--- src/rtl/bf2i_sdf_stage.sv ---
// -----------------------------------------------------------------------------
// bf2i_sdf_stage
//
// Radix-2 single-path delay-feedback (SDF) butterfly stage, BF2I type.
// A frame is 2*D accepted samples (D = 2**delay_log2). During the first half
// (s=0) each sample is parked in the feedback delay line and the stage emits
// what the delay line held (the differences from the previous frame). During
// the second half (s=1) the stage emits fifo_out + x and stores fifo_out - x.
//
// Handshake: in_valid qualifies in_r/in_i. There is no backpressure; every
// cycle with in_valid=1 and sync_clr=0 accepts one sample. out_valid is a
// one-cycle qualifier for out_r/out_i/out_phase, which hold their last value
// on cycles without an accepted sample.
//
// Parameters
//   in_width   : signed input sample width
//   delay_log2 : log2 of the feedback delay depth D (0..10)
//   scale_mode : 0 = bit growth, 1 = divide by 2 with round-half-up
//   out_width  : derived output width (in_width + 1 - scale_mode)
//
// Ports
//   clk        : clock, rising edge
//   rst        : asynchronous active-high reset
//   sync_clr   : synchronous frame restart, wins over in_valid
//   in_valid   : input sample qualifier
//   in_r, in_i : signed input sample (real / imaginary)
//   out_valid  : output sample qualifier
//   out_r,out_i: signed butterfly output
//   out_phase  : s (frame half) of the sample currently on out_*
// -----------------------------------------------------------------------------
module bf2i_sdf_stage #(
    parameter int in_width   = 12,
    parameter int delay_log2 = 3,
    parameter int scale_mode = 0,
    localparam int out_width = in_width + 1 - scale_mode
) (
    input  logic                        clk,
    input  logic                        rst,
    input  logic                        sync_clr,
    input  logic                        in_valid,
    input  logic signed [in_width-1:0]  in_r,
    input  logic signed [in_width-1:0]  in_i,
    output logic                        out_valid,
    output logic signed [out_width-1:0] out_r,
    output logic signed [out_width-1:0] out_i,
    output logic                        out_phase
);

    localparam int D  = 1 << delay_log2;
    localparam int CW = delay_log2 + 1;
    localparam int W1 = in_width + 1;

    logic [CW-1:0]                r_cnt;
    logic                         r_primed;
    logic                         r_out_valid;
    logic signed [out_width-1:0]  r_out_r;
    logic signed [out_width-1:0]  r_out_i;
    logic                         r_out_phase;

    logic signed [W1-1:0]         r_dl_r [D];
    logic signed [W1-1:0]         r_dl_i [D];

    logic                         w_s;
    logic                         w_accept;
    logic signed [W1-1:0]         w_x_r;
    logic signed [W1-1:0]         w_x_i;
    logic signed [W1-1:0]         w_fifo_r;
    logic signed [W1-1:0]         w_fifo_i;
    logic signed [W1-1:0]         w_res_r;
    logic signed [W1-1:0]         w_res_i;
    logic signed [W1-1:0]         w_wr_r;
    logic signed [W1-1:0]         w_wr_i;
    logic signed [out_width-1:0]  w_out_r;
    logic signed [out_width-1:0]  w_out_i;

    assign w_s      = r_cnt[CW-1];
    assign w_accept = in_valid & ~sync_clr;

    // One guard bit so fifo_out +/- x never overflows.
    assign w_x_r    = {in_r[in_width-1], in_r};
    assign w_x_i    = {in_i[in_width-1], in_i};

    // Oldest entry of the shift register: written D accepted samples ago.
    assign w_fifo_r = r_dl_r[D-1];
    assign w_fifo_i = r_dl_i[D-1];

    assign w_res_r  = w_s ? (w_fifo_r + w_x_r) : w_fifo_r;
    assign w_res_i  = w_s ? (w_fifo_i + w_x_i) : w_fifo_i;
    assign w_wr_r   = w_s ? (w_fifo_r - w_x_r) : w_x_r;
    assign w_wr_i   = w_s ? (w_fifo_i - w_x_i) : w_x_i;

    generate
        if (scale_mode == 0) begin : g_grow
            assign w_out_r = w_res_r;
            assign w_out_i = w_res_i;
        end else begin : g_halve
            // (r + 1) >>> 1 equals (r >>> 1) + r[0]; the sum wraps to in_width bits.
            assign w_out_r = $signed(w_res_r[W1-1:1])
                           + $signed({{(in_width-1){1'b0}}, w_res_r[0]});
            assign w_out_i = $signed(w_res_i[W1-1:1])
                           + $signed({{(in_width-1){1'b0}}, w_res_i[0]});
        end
    endgenerate

    // Delay line contents are don't-care after reset/restart, so no reset here;
    // the primed flag masks whatever stale data comes out in the first frame.
    always_ff @(posedge clk) begin
        if (w_accept) begin
            r_dl_r[0] <= w_wr_r;
            r_dl_i[0] <= w_wr_i;
            for (int k = 1; k < D; k++) begin
                r_dl_r[k] <= r_dl_r[k-1];
                r_dl_i[k] <= r_dl_i[k-1];
            end
        end
    end

    always_ff @(posedge clk or posedge rst) begin
        if (rst) begin
            r_cnt       <= '0;
            r_primed    <= 1'b0;
            r_out_valid <= 1'b0;
            r_out_r     <= '0;
            r_out_i     <= '0;
            r_out_phase <= 1'b0;
        end else if (sync_clr) begin
            r_cnt       <= '0;
            r_primed    <= 1'b0;
            r_out_valid <= 1'b0;
        end else if (in_valid) begin
            // Natural wrap of the CW-bit counter gives the 2D-sample frame.
            r_cnt       <= r_cnt + CW'(1);
            if (w_s) begin
                r_primed <= 1'b1;
            end
            r_out_valid <= w_s | r_primed;
            r_out_r     <= w_out_r;
            r_out_i     <= w_out_i;
            r_out_phase <= w_s;
        end else begin
            r_out_valid <= 1'b0;
        end
    end

    assign out_valid = r_out_valid;
    assign out_r     = r_out_r;
    assign out_i     = r_out_i;
    assign out_phase = r_out_phase;

endmodule
--- config.mk ---
export PLATFORM = sky130hd
export DESIGN_NAME = bf2i_sdf_stage
export DESIGN_NICKNAME = d
export VERILOG_FILES = /design/src/rtl/bf2i_sdf_stage.sv
export SDC_FILE = /design/constraint.sdc
export NUM_CORES = 1
export LEC_CHECK = 0
export CAP_MARGIN = 20
export CORE_MARGIN = 1
export CORE_UTILIZATION = 60
export DETAILED_ROUTE_END_ITERATION = 12
export MAX_ROUTING_LAYER = met4
export PLACE_DENSITY_LB_ADDON = 0.05
export SLEW_MARGIN = 20
export SYNTH_ARGS = -nofsm -noshare
export SYNTH_HDL_FRONTEND = slang
export SYNTH_SLANG_ARGS = --single-unit
--- constraint.sdc ---
create_clock -name clk -period 2.7 [get_ports clk]
set_input_delay 0.81 -clock clk [delete_from_list [all_inputs] [get_ports clk]]
set_output_delay 0.81 -clock clk [all_outputs]
set_load 0.01 [all_outputs]
==> results.sh, run 1 <==
export IMPL_power_frac_seq_pct=50.5
export IMPL_finalMaxSlewViolations=0
export IMPL_p_clk_share_pct=36.6
export IMPL_gp_congestion=0.9384
export IMPL_p_sw_mw=1.984
export IMPL_syn_nets=807
export IMPL_cp_max_fo=5
export IMPL_setup_tns_ps=0
export IMPL_cp_common_cell="xnor2_1"
export IMPL_routed_wl_um=22650
export IMPL_drc=0
export IMPL_drive_gt1_share_pct=27.65
export IMPL_crit_type="in2reg"
export IMPL_preCtsSetupSlack_ps=-768.1
export IMPL_synth_adder_area_share_pct=6.756
export IMPL_clk_path_buf_depth=3
export IMPL_ant_nets=0
export IMPL_placed_area_um2=12090
export IMPL_crit_arrival_ps=2940
export IMPL_stdcell_area_um2=13330
export IMPL_ys_seq_area_share_pct=68.93
export IMPL_intPower_mw=6.578
export IMPL_skew_ps=8.056
export IMPL_drt_pass1_iter_count=5
export IMPL_timing_fmax_mhz=375.6
export IMPL_hold_path_depth=0
export IMPL_start_util_pct=61.65
export IMPL_fin_ws_ps=37.62
export IMPL_synth_simple_area_share_pct=6.707
export IMPL_vias_per_cell=5.614
export IMPL_dr_wl_met3_um=1013
export IMPL_cts_root_buffer_cell="clkbuf_16"
export IMPL_avgSynthCellArea_um2=14.13
export IMPL_synth_area_leaders="edfxtp_1, dfrtp_1, ha_1"
export IMPL_fp_row_count=47
export IMPL_slowest_delay_ps=500
export IMPL_synth_top_family_by_area="compound AO/OA/AOI/OAI gates"
export IMPL_syn_inst=726
export IMPL_status="complete, no violations"
export IMPL_rr_endpoint="r_dl_r[0][10]$_DFFE_PP_"
export IMPL_grt_start_max_net_pins=58
export IMPL_syn_to_final_growth_pct=29.90
export IMPL_maxCapViolCount=0
export IMPL_yosys_area_top_type_share_pct=60.88
export IMPL_hold_path_class="reg2reg"
export IMPL_top_layer_used="met4"
export IMPL_hold_start="r_dl_r[0][50]$_DFFE_PP_"
export IMPL_dp_hpwl_um=13530
export IMPL_htreeDepth=1
export IMPL_timing_final_crit_share_pct=98.61
export IMPL_dieArea_um2=17630
export IMPL_layout_cells_non_filler=1165
export IMPL_crit_path_start_kind="input port"
export IMPL_portBuffers=55
export IMPL_endpoint_kind="flip-flop"
export IMPL_ir_drop_v=0.0008678
export IMPL_grt_pass1_vias=6720
export IMPL_cts_sinks=241
export IMPL_antenna_found_initial=1
export IMPL_r2r_start="r_dl_r[1][39]$_DFFE_PP_"
export IMPL_grt_total_usage_pct=26.75
export IMPL_dp_cells=1114
export IMPL_r2r_slack_ps=240
export IMPL_p_leak_nw=5.235
export IMPL_drt_iter0_markers=509
export IMPL_final_common_cell="edfxtp_1"
export IMPL_hold_viol_final=0
export IMPL_cts_tree="done"
export IMPL_synth_xor_xnor_area_share_pct=3.415
export IMPL_hold_end="r_dl_r[1][11]$_DFFE_PP_"
export IMPL_slew_headroom_pct=66.98
export IMPL_yosys_area_top_type="edfxtp_1"
export IMPL_synth_ff_latch_count=241
export IMPL_clk_pin_slew_ps=60
export IMPL_worst_slew_pin_slew_ps=495.3
export IMPL_fp_dieW_um=132.8
export IMPL_final_cell_mix="edfxtp_1, buf_4, clkdlybuf4s50_1, nand2_1, nor2_1"
export IMPL_coreArea_um2=16640
export IMPL_required_ps=2970
export IMPL_yosysWarningCount=0
export IMPL_num_io_pins=56
export IMPL_power_density_nw_per_um2=642.4
export IMPL_vias=6540
export IMPL_synth_cell_types=52
export IMPL_cts_buffers_inserted=24
export IMPL_die_h_um=132.8
export IMPL_fin_crit_ps=2662
export IMPL_clock_latency_ps=520
export IMPL_comb_power_share_pct=12.9
export IMPL_routedWlPerCell_um=19.44
export IMPL_critPathSlowestCell="clkdlybuf4s50_1"
export IMPL_cp_cell_sequence="clkdlybuf4s50_1, inv_1, ha_1, o211ai_1, a21oi_2, o21a_1, a311oi_2, xnor2_1, nor2_1, xnor2_1"
export IMPL_nets=1007
export IMPL_final_setup_viol_count=0
export IMPL_hold_buffers=0
export IMPL_wl_met1_um=9497
export IMPL_synth_compound_area_share_pct=9.366
export IMPL_swShare_pct=23.17
export IMPL_reg2reg_depth=10
export IMPL_synth_area_mux_share_pct=1.951
export IMPL_grt_pass1_wl_um=35170
export IMPL_gr_total_overflow=0
export IMPL_dr_wl_met2_um=11470
export IMPL_synth_area_um2=10260
[cell families after synthesis]
logic type / after synthesis
simple gates: 148
xor+xnor: 40
flops: 241
fa+ha+maj: 53
compound gates: 149
mux: 20
buf+inv: 75
[cells in the mapped netlist (all sizes together)]
master and instances:
a211o 3, a211oi 4, a21boi 2, a21o 9, a21oi 46, a221o 1
a221oi 3, a311oi 3, a31o 1, a31oi 4, a32oi 1, and3 11
and3b 1, buf 11, clkbuf 16, dfrtp 33, edfxtp 208, fa 4
ha 49, inv 48, mux2i 20, nand2 44, nand2b 14, nand3 11
nand3b 1, nand4 2, nor2 42, nor2b 4, nor3 12, nor4 2
o211ai 3, o21a 4, o21ai 43, o21bai 9, o221ai 1, o22ai 1
o311ai 2, o31a 1, o31ai 7, o41ai 1, or2b 2, or3 2
xnor2 34, xor2 6
[repair_timing]
| action | in CTS | in global routing |
|---|---|---|
| endpoints found under the setup margin | 17 | 25 |
| pin swaps | 10 | 28 |
| setup buffers | 3 | 3 |
| gates resized for setup | 32 | 66 |
[registers in the layout, summed over array words and instances, names as in the netlist]
register   count
r_dl_i       104
r_dl_r       104
out_i         13
out_r         13
r_cnt          4
out_phase      1
out_valid      1
r_primed       1
[critical path: cells and delay by family]
family / cells / cell delay, ps
buffers and inverters: 2 / 570
AOI/OAI and AO/OA: 4 / 860
and+or+nand+nor: 1 / 60
xor gates and xnor gates: 2 / 280
adders and majority gates: 1 / 360
[power by group through the flow]
stage / clock network (mW) / registers, mW / logic [mW]
6_report: 3.14 / 4.32 / 1.10
3_5_place_dp: 0 / 4.39 / 0.963
5_1_grt: 3.33 / 4.34 / 1.18
4_1_cts: 3.20 / 4.32 / 1.01
3_3_place_gp: 0 / 4.38 / 0.937
2_1_floorplan: 0 / 4.39 / 0.466
[cell type report]
cell class / count / area (um^2)
clock buffers: 36 / 695.7
diodes: 1 / 2.502
inverters: 48 / 187.7
repair buffers: 201 / 1708
multi-input cells: 410 / 3327
clock inverters: 8 / 58.81
flip-flops and latches: 241 / 7073
well taps: 220 / 275.3
fillers: 883 / 3314
[metrics by stage]
step / hold slack, ps / util (%) / power (mW)
2_1_floorplan: 400.3 / - / 4.853
3_3_place_gp: 400.7 / 72.62 / 5.318
3_5_place_dp: 404.5 / 72.62 / 5.355
4_1_cts: 417.3 / 78.08 / 8.533
5_1_grt: 419.3 / 80.08 / 8.858
6_report: 416.4 / 80.08 / 8.562
[worst max-delay path by stage]
stage / endpoint / depth (start not counted) / from / slack, ps
after CTS: r_dl_i[0][12]$_DFFE_PP_ / 11 / in_i[0] / -4
after floorplan: r_dl_i[0][12]$_DFFE_PP_ / 9 / in_i[0] / 10
final: r_dl_r[0][12]$_DFFE_PP_ / 10 / in_r[3] / 40
after detailed placement: out_i[10]$_DFFE_PP0P_ / 10 / in_i[0] / -770
after global routing: out_r[12]$_DFFE_PP0P_ / 11 / in_r[8] / -80
after global placement: out_i[10]$_DFFE_PP0P_ / 10 / in_i[0] / -690
[per-layer routing]
metal / vias up / GRT usage, %
met4: 0 / 7.280
met1: 3239 / 35.10
met2: 209 / 44.27
met3: 53 / 3.640
li1: 3039 / -
met5: - / -
No activity file was read; power rests on OpenSTA's default activity.
==> run 2: changes to the inputs <==
--- a/config.mk
+++ b/config.mk
@@ -5,6 +5,7 @@
 export SDC_FILE = /design/constraint.sdc
 export NUM_CORES = 1
 export LEC_CHECK = 0
+export ABC_AREA = 0
 export CAP_MARGIN = 20
 export CORE_MARGIN = 1
 export CORE_UTILIZATION = 60
==> results of run 2 <==
No change in the layout: final DEF, timing and power equal those of run 1.
